<file path="config.mk">
export PLATFORM = sky130hd
export DESIGN_NAME = memory_bus_arbiter
export DESIGN_NICKNAME = d
export VERILOG_FILES = /design/src/rtl/memory_bus_arbiter.sv
export SDC_FILE = /design/constraint.sdc
export NUM_CORES = 1
export LEC_CHECK = 0
export CAP_MARGIN = 20
export CORE_AREA = 5 5 157 159
export CTS_CLUSTER_DIAMETER = 200
export DETAILED_ROUTE_END_ITERATION = 6
export DIE_AREA = 0 0 162 164
export PLACE_DENSITY = 0.47
export RECOVER_POWER = 100
export SYNTH_ARGS = -nofsm -noshare
export SYNTH_HDL_FRONTEND = slang
export SYNTH_SLANG_ARGS = --single-unit
</file>
<file path="constraint.sdc">
create_clock -name iCLOCK -period 3.4 [get_ports iCLOCK]
set_clock_uncertainty 0.2 [all_clocks]
set_input_delay 0.68 -clock iCLOCK [delete_from_list [all_inputs] [get_ports iCLOCK]]
set_output_delay 0.68 -clock iCLOCK [all_outputs]
set_load 0.03 [all_outputs]
</file>
<file path="src/rtl/memory_bus_arbiter.sv">
// Two-requester memory bus arbiter with an in-order read tag FIFO that routes each returned beat to its issuer.
// Build option: define MEMORY_ARB_ROUND_ROBIN_EN for round-robin arbitration (default: fixed priority, M1 wins).
module memory_bus_arbiter #(
    parameter int P_TAG_DEPTH   = 4,
    parameter int P_TAG_DEPTH_N = 2
) (
    input  logic        iCLOCK,
    input  logic        iRESET_SYNC,
    input  logic        iM0_REQ,
    output logic        oM0_LOCK,
    input  logic [1:0]  iM0_ORDER,
    input  logic        iM0_RW,
    input  logic [31:0] iM0_ADDR,
    input  logic [31:0] iM0_DATA,
    output logic        oM0_VALID,
    input  logic        iM0_BUSY,
    output logic [63:0] oM0_DATA,
    input  logic        iM1_REQ,
    output logic        oM1_LOCK,
    input  logic [1:0]  iM1_ORDER,
    input  logic        iM1_RW,
    input  logic [31:0] iM1_ADDR,
    input  logic [31:0] iM1_DATA,
    output logic        oM1_VALID,
    input  logic        iM1_BUSY,
    output logic [63:0] oM1_DATA,
    output logic        oMEMORY_REQ,
    input  logic        iMEMORY_LOCK,
    output logic [1:0]  oMEMORY_ORDER,
    output logic        oMEMORY_RW,
    output logic [31:0] oMEMORY_ADDR,
    output logic [31:0] oMEMORY_DATA,
    input  logic        iMEMORY_VALID,
    output logic        oMEMORY_BUSY,
    input  logic [63:0] iMEMORY_DATA
);

    typedef enum logic {ST_IDLE = 1'b0, ST_HOLD = 1'b1} arbState_t;

    localparam logic [P_TAG_DEPTH_N:0]   TagDepth = (P_TAG_DEPTH_N + 1)'(P_TAG_DEPTH);
    localparam logic [P_TAG_DEPTH_N:0]   CountOne = (P_TAG_DEPTH_N + 1)'(1);
    localparam logic [P_TAG_DEPTH_N-1:0] PtrOne   = (P_TAG_DEPTH_N)'(1);

    arbState_t                state, stateNext;
    logic                     grantReg;
    logic                     tagFifo [P_TAG_DEPTH];
    logic [P_TAG_DEPTH_N-1:0] wrPtr, rdPtr;
    logic [P_TAG_DEPTH_N:0]   tagCount;
    logic                     errorFlag;

    logic fifoEmpty, fifoFull, headOwner, headBusy, popTag, pushTag, strayValid;
    logic m0Eligible, m1Eligible, pick, curGrant, busActive, accept, selRw;

    assign fifoEmpty  = (tagCount == '0);
    assign fifoFull   = (tagCount == TagDepth);
    assign headOwner  = tagFifo[rdPtr];
    assign headBusy   = !fifoEmpty && (headOwner ? iM1_BUSY : iM0_BUSY);
    assign popTag     = iMEMORY_VALID && !fifoEmpty && !headBusy;
    assign strayValid = iMEMORY_VALID && fifoEmpty;

    // A read may enter a full FIFO only when a beat retires on the same edge.
    assign m0Eligible = iM0_REQ && (iM0_RW || !fifoFull || popTag);
    assign m1Eligible = iM1_REQ && (iM1_RW || !fifoFull || popTag);

`ifdef MEMORY_ARB_ROUND_ROBIN_EN
    logic prioPtr;
    assign pick = (m0Eligible && m1Eligible) ? prioPtr : m1Eligible;
`else
    assign pick = m1Eligible;
`endif

    // Grant selection and next state; a held command keeps its grant until memory takes it.
    always_comb begin
        stateNext = state;
        curGrant  = pick;
        busActive = m0Eligible || m1Eligible;
        if (state == ST_HOLD) begin
            curGrant  = grantReg;
            busActive = 1'b1;
        end
        selRw   = curGrant ? iM1_RW : iM0_RW;
        accept  = busActive && !iMEMORY_LOCK;
        pushTag = accept && !selRw;
        if (busActive) begin
            stateNext = iMEMORY_LOCK ? ST_HOLD : ST_IDLE;
        end
    end

    always_ff @(posedge iCLOCK) begin
        if (iRESET_SYNC) begin
            state     <= ST_IDLE;
            grantReg  <= 1'b0;
            wrPtr     <= '0;
            rdPtr     <= '0;
            tagCount  <= '0;
            errorFlag <= 1'b0;
`ifdef MEMORY_ARB_ROUND_ROBIN_EN
            prioPtr   <= 1'b1;
`endif
        end else begin
            state <= stateNext;
            if (busActive) begin
                grantReg <= curGrant;
            end
            if (pushTag) begin
                wrPtr <= wrPtr + PtrOne;
            end
            if (popTag) begin
                rdPtr <= rdPtr + PtrOne;
            end
            case ({pushTag, popTag})
                2'b10:   tagCount <= tagCount + CountOne;
                2'b01:   tagCount <= tagCount - CountOne;
                default: tagCount <= tagCount;
            endcase
            if (strayValid) begin
                errorFlag <= 1'b1;
            end
`ifdef MEMORY_ARB_ROUND_ROBIN_EN
            if (accept) begin
                prioPtr <= ~curGrant;
            end
`endif
        end
    end

    always_ff @(posedge iCLOCK) begin
        if (!iRESET_SYNC && pushTag) begin
            tagFifo[wrPtr] <= curGrant;
        end
    end

    // Bus and requester outputs; reset forces every control output to its idle value.
    always_comb begin
        oMEMORY_REQ   = 1'b0;
        oMEMORY_ORDER = 2'h3;
        oMEMORY_RW    = 1'b0;
        oMEMORY_ADDR  = '0;
        oMEMORY_DATA  = '0;
        oMEMORY_BUSY  = 1'b0;
        oM0_LOCK      = 1'b0;
        oM1_LOCK      = 1'b0;
        oM0_VALID     = 1'b0;
        oM1_VALID     = 1'b0;
        oM0_DATA      = iMEMORY_DATA;
        oM1_DATA      = iMEMORY_DATA;
        if (!iRESET_SYNC) begin
            if (busActive) begin
                oMEMORY_REQ   = 1'b1;
                oMEMORY_ORDER = curGrant ? iM1_ORDER : iM0_ORDER;
                oMEMORY_RW    = selRw;
                oMEMORY_ADDR  = curGrant ? iM1_ADDR : iM0_ADDR;
                oMEMORY_DATA  = curGrant ? iM1_DATA : iM0_DATA;
            end
            oMEMORY_BUSY = headBusy;
            oM0_LOCK     = iM0_REQ && !(busActive && !curGrant && !iMEMORY_LOCK);
            oM1_LOCK     = iM1_REQ && !(busActive && curGrant && !iMEMORY_LOCK);
            oM0_VALID    = iMEMORY_VALID && !fifoEmpty && !headOwner;
            oM1_VALID    = iMEMORY_VALID && !fifoEmpty && headOwner;
        end
    end

endmodule

</file>
==> metrics.md <==
| Metric | Value |
|---|---|
| Largest area contributor in the netlist | buf_4 |
| Clock share of power | 0.168 |
| Worst slew margin | 0.691 |
| Hold-fix buffers, CTS | 0 |
| RSZ-0062 raised after global routing | true |
| Max cap viols | 0 |
| Worst r2r src | tagFifo[3] |
| Antenna-violating nets left | 0 |
| Crit-path leading delay family | compound AO/OA/AOI/OAI gates |
| Post-DP HPWL | 11.7 mm |
| Worst path bufs/invs | 2 |
| Worst setup EP type | primary output |
| NetSw | 521 uW |
| Fmax | 286 MHz |
| Hold Fails Final Rpt | 0 |
| First-pass GRT wire length | 20.2 mm |
| Power Internal | 867 uW |
| Placed cell areas | ~4500 sq um |
| FILL cells | ~2500 |
| Most frequent cells after synthesis | 128 x buf_4, 64 x a32o_1, 15 x nor2_1 |
| Die Footprint | approximately 27000 sq um |
| Routed wire length | 14.6 mm |
| Share of the synthesized area in the top cell type | 0.361 |
| Hold WS | around 310 ps |
| Hold depth | 2 |
| Clock Pin Slew Worst Setup and Hold Paths | 50 ps |
| Most used DFF post-synth | dfxtp_1 |
| Synth Register Bits | 15 |
| Placer Congestion | 0.767 |
| Setup crit start kind | flip-flop |
| Netlist cell types | 43 |
| Grt total ovfl | 0 |
| Die width | 162 microns |
| Post-Place Cells | 689 |
| Synth top area cells | buf_4 36%, a32o_1 24%, dfxtp_1 8.3%, edfxtp_1 4.5%, ha_1 2.3% |
| Fin Setup TNS | -4690 ps |
| Core box area | roughly 23000 sq um |
| Critical path required time | 2520 ps |
| Total CTS buffers | 3 |
| Post-synth ARST share | 0 |
| Post-route insts no fill | 702 |
| WP data arrival | 2620 ps |
| Fin util | 0.214 |
| Share of layout cells above drive strength 1 | 0.408 |
| Via density per instance | 3.95 |
| Vias in the first global route | 3126 |
| Synthesis-to-layout area growth | 86.1% |
| Power per cell area | 280 nW/um^2 |
| Largest family of logic cells by synthesized area | buffers and inverters |
| Number of antenna violations at the first check in global routing | 0 |
| Compound-gate portion of the synthesized area | 0.293 |
| Status | finished, violations left |
| CTS sink count | 15 |
| Most frequent cell after synthesis | buf_4 |
| Reg-to-reg endpoint | tagCount[2] |
| DRC viols | 0 |
| Slowest cell on crit path | mux4_2 |
| Initial DRC Count | 116 |
| Max Slew Vio Count | 0 |
| # rows | 56 |
| Tcrit/Tclk final | 1.03 |
| Register area | 340 sq um |
| Post-synthesis mux area share | 0.0300 |
| Placement Setup Slack | -119 ps |
| Post-synth design cell area | approximately 2700 sq um |
| WL/cell | approximately 21 microns |
| Post-Synth XOR/XNOR Area | 0.0131 |
| CP Max Fanout | 6 |
| Switch share | 0.376 |
| Hold Crit Start | wrPtr[1] |
| Worst Slack Setup Final | -95.7 ps |
| Worst setup startpoint | tagFifo[3] |
| CP Cell Sequence | mux4_2, mux2i_4, a211o_1, a31o_4, clkbuf_16, a32o_2, buf_12 |
| Total Power | 1.39 mW |
| Failing checks | setup timing |
| CTS tree | yes |
| Post-synthesis adder-cell area fraction | 0.0310 |
| Net Count, Synth | ~530 |
| Setup CP Type | reg2out |
| Largest stage delay, worst path | 550 ps |
| Die height | 164 microns |
| Clk_lat worst skew | 250 ps |
| Post-Synth Simple-Gate Area | 0.0793 |
| Nets@finish | 625 |
| Sequential share of power | 0.153 |
| HP Class | reg2reg |
| Worst-margin pin slew | about 460 ps |
| First-pass detailed-route iteration total | 4 |
| Initial Util | 0.115 |
| R2R Setup Slk | 140 ps |
| Fin crit period | 3500 ps |
| Gate Count Post-Synth | 317 |
| CTS max path bufs | 2 |
| Endpoint, Worst Hold | wrPtr[1] |
| GRT Overall Usage | 0.0987 |
| Routed vias | 2774 |
| Buffers on Ports | between 200 and 250 |
| R2R depth | 12 |
| Highest ir drop seen on vdd | between 0.0001 and 0.00015 V |
| Largest net degree at the start of global routing | 44 |
| Yosys warnings | 0 |
| Final setup fails | 64 |
| Syn Area/Cell | 8.41 sq um |
| Leak | a little over 2 nW |
| Root buf cell | clkbuf_16 |
| Gate power share | 0.679 |
| Post-synth EDFFs | 4 |
| Multi-input logic area | between 1000 and 1500 sq um |
| Register area share after synthesis | 0.128 |
| Final Cell Area | a little under 5000 sq um |
| Inserted Diodes | 0 |
| Number of H-tree levels | 1 |
| I/O Pins | between 400 and 500 |
[power groups by stage]
| stage | Clock (mW) | Combinational (mW) | Sequential, mW |
|---|---|---|---|
| finish | 0.234 | 0.942 | 0.212 |
| floorplan | 0 | 0.653 | 0.212 |
| detailed placement | 0 | 0.842 | 0.215 |
| global placement | 0 | 0.837 | 0.215 |
| global route | 0.247 | 0.995 | 0.214 |
| CTS | 0.239 | 0.930 | 0.212 |
[kinds of logic after synthesis]
logic type                 after synthesis
DFF                                     15
and+or+nand+nor                         41
muxes                                    5
buffers and inverters                  162
xor gates and xnor gates                 4
adders and majority gates                6
AOI/OAI and AO/OA                       84
[worst max path at each step]
stage                             endpoint  slack [ps]  cells past startpoint
after floorplan           oMEMORY_ORDER[0]          90                      7
after global placement    oMEMORY_DATA[21]         -90                      7
after detailed placement  oMEMORY_DATA[11]        -120                      7
after CTS                 oMEMORY_DATA[21]        -130                      7
after global routing      oMEMORY_ADDR[20]        -170                      7
final                     oMEMORY_ADDR[11]        -100                      7
[repair_timing]
item,4_1_cts,5_1_grt
endpoints found under the setup margin,67,68
setup buffers,1,2
gates cloned,3,3
gates resized for setup,87,23
pin swaps,3,4
endpoints found under the hold margin,0,0
[layout make-up]
class                   count  area share
clock buffers               3      0.0151
clock inverters             1     0.00151
inverters                  10     0.00757
multi-input cells         140       0.263
flip-flops and latches     15      0.0686
well taps                 290      0.0732
repair buffers            243       0.571
[layer usage]
metal | share of wire | GRT usage | vias up
li1 | - | - | 1244
met1 | 0.36 | 0.112 | 1256
met2 | 0.48 | 0.161 | 199
met3 | 0.12 | 0.0432 | 75
met4 | 0.048 | 0.0431 | 0
met5 | 0 | 0 | -
[cell usage in the layout (no fill, tap or decap), types with 3 or more instances in the layout]
cell type	count
clkbuf_16	5
buf_4	15
dfxtp_1	11
a32o_1	10
nor2_1	15
a31oi_1	3
buf_16	3
edfxtp_1	4
xor2_1	3
clkdlybuf4s50_1	141
ha_1	5
a21oi_1	3
a32o_2	54
o21ai_0	3
nand2_1	4
buf_12	34
nor3b_1	5
nor3_1	4
buf_6	39
nand3_1	4
clkbuf_1	4
inv_1	9
[worst register-to-register path, cell delays in order, from the launching register on]
cell and delay [ps]:
edfxtp_1 360, mux4_2 550, mux2i_4 230, buf_6 140, o21ai_4 180, buf_6 130
a311o_1 180, ha_1 170, inv_1 60, fa_1 370, xor2_1 160, or3_1 310
a21oi_1 140
(Power assumes the default switching activity.)
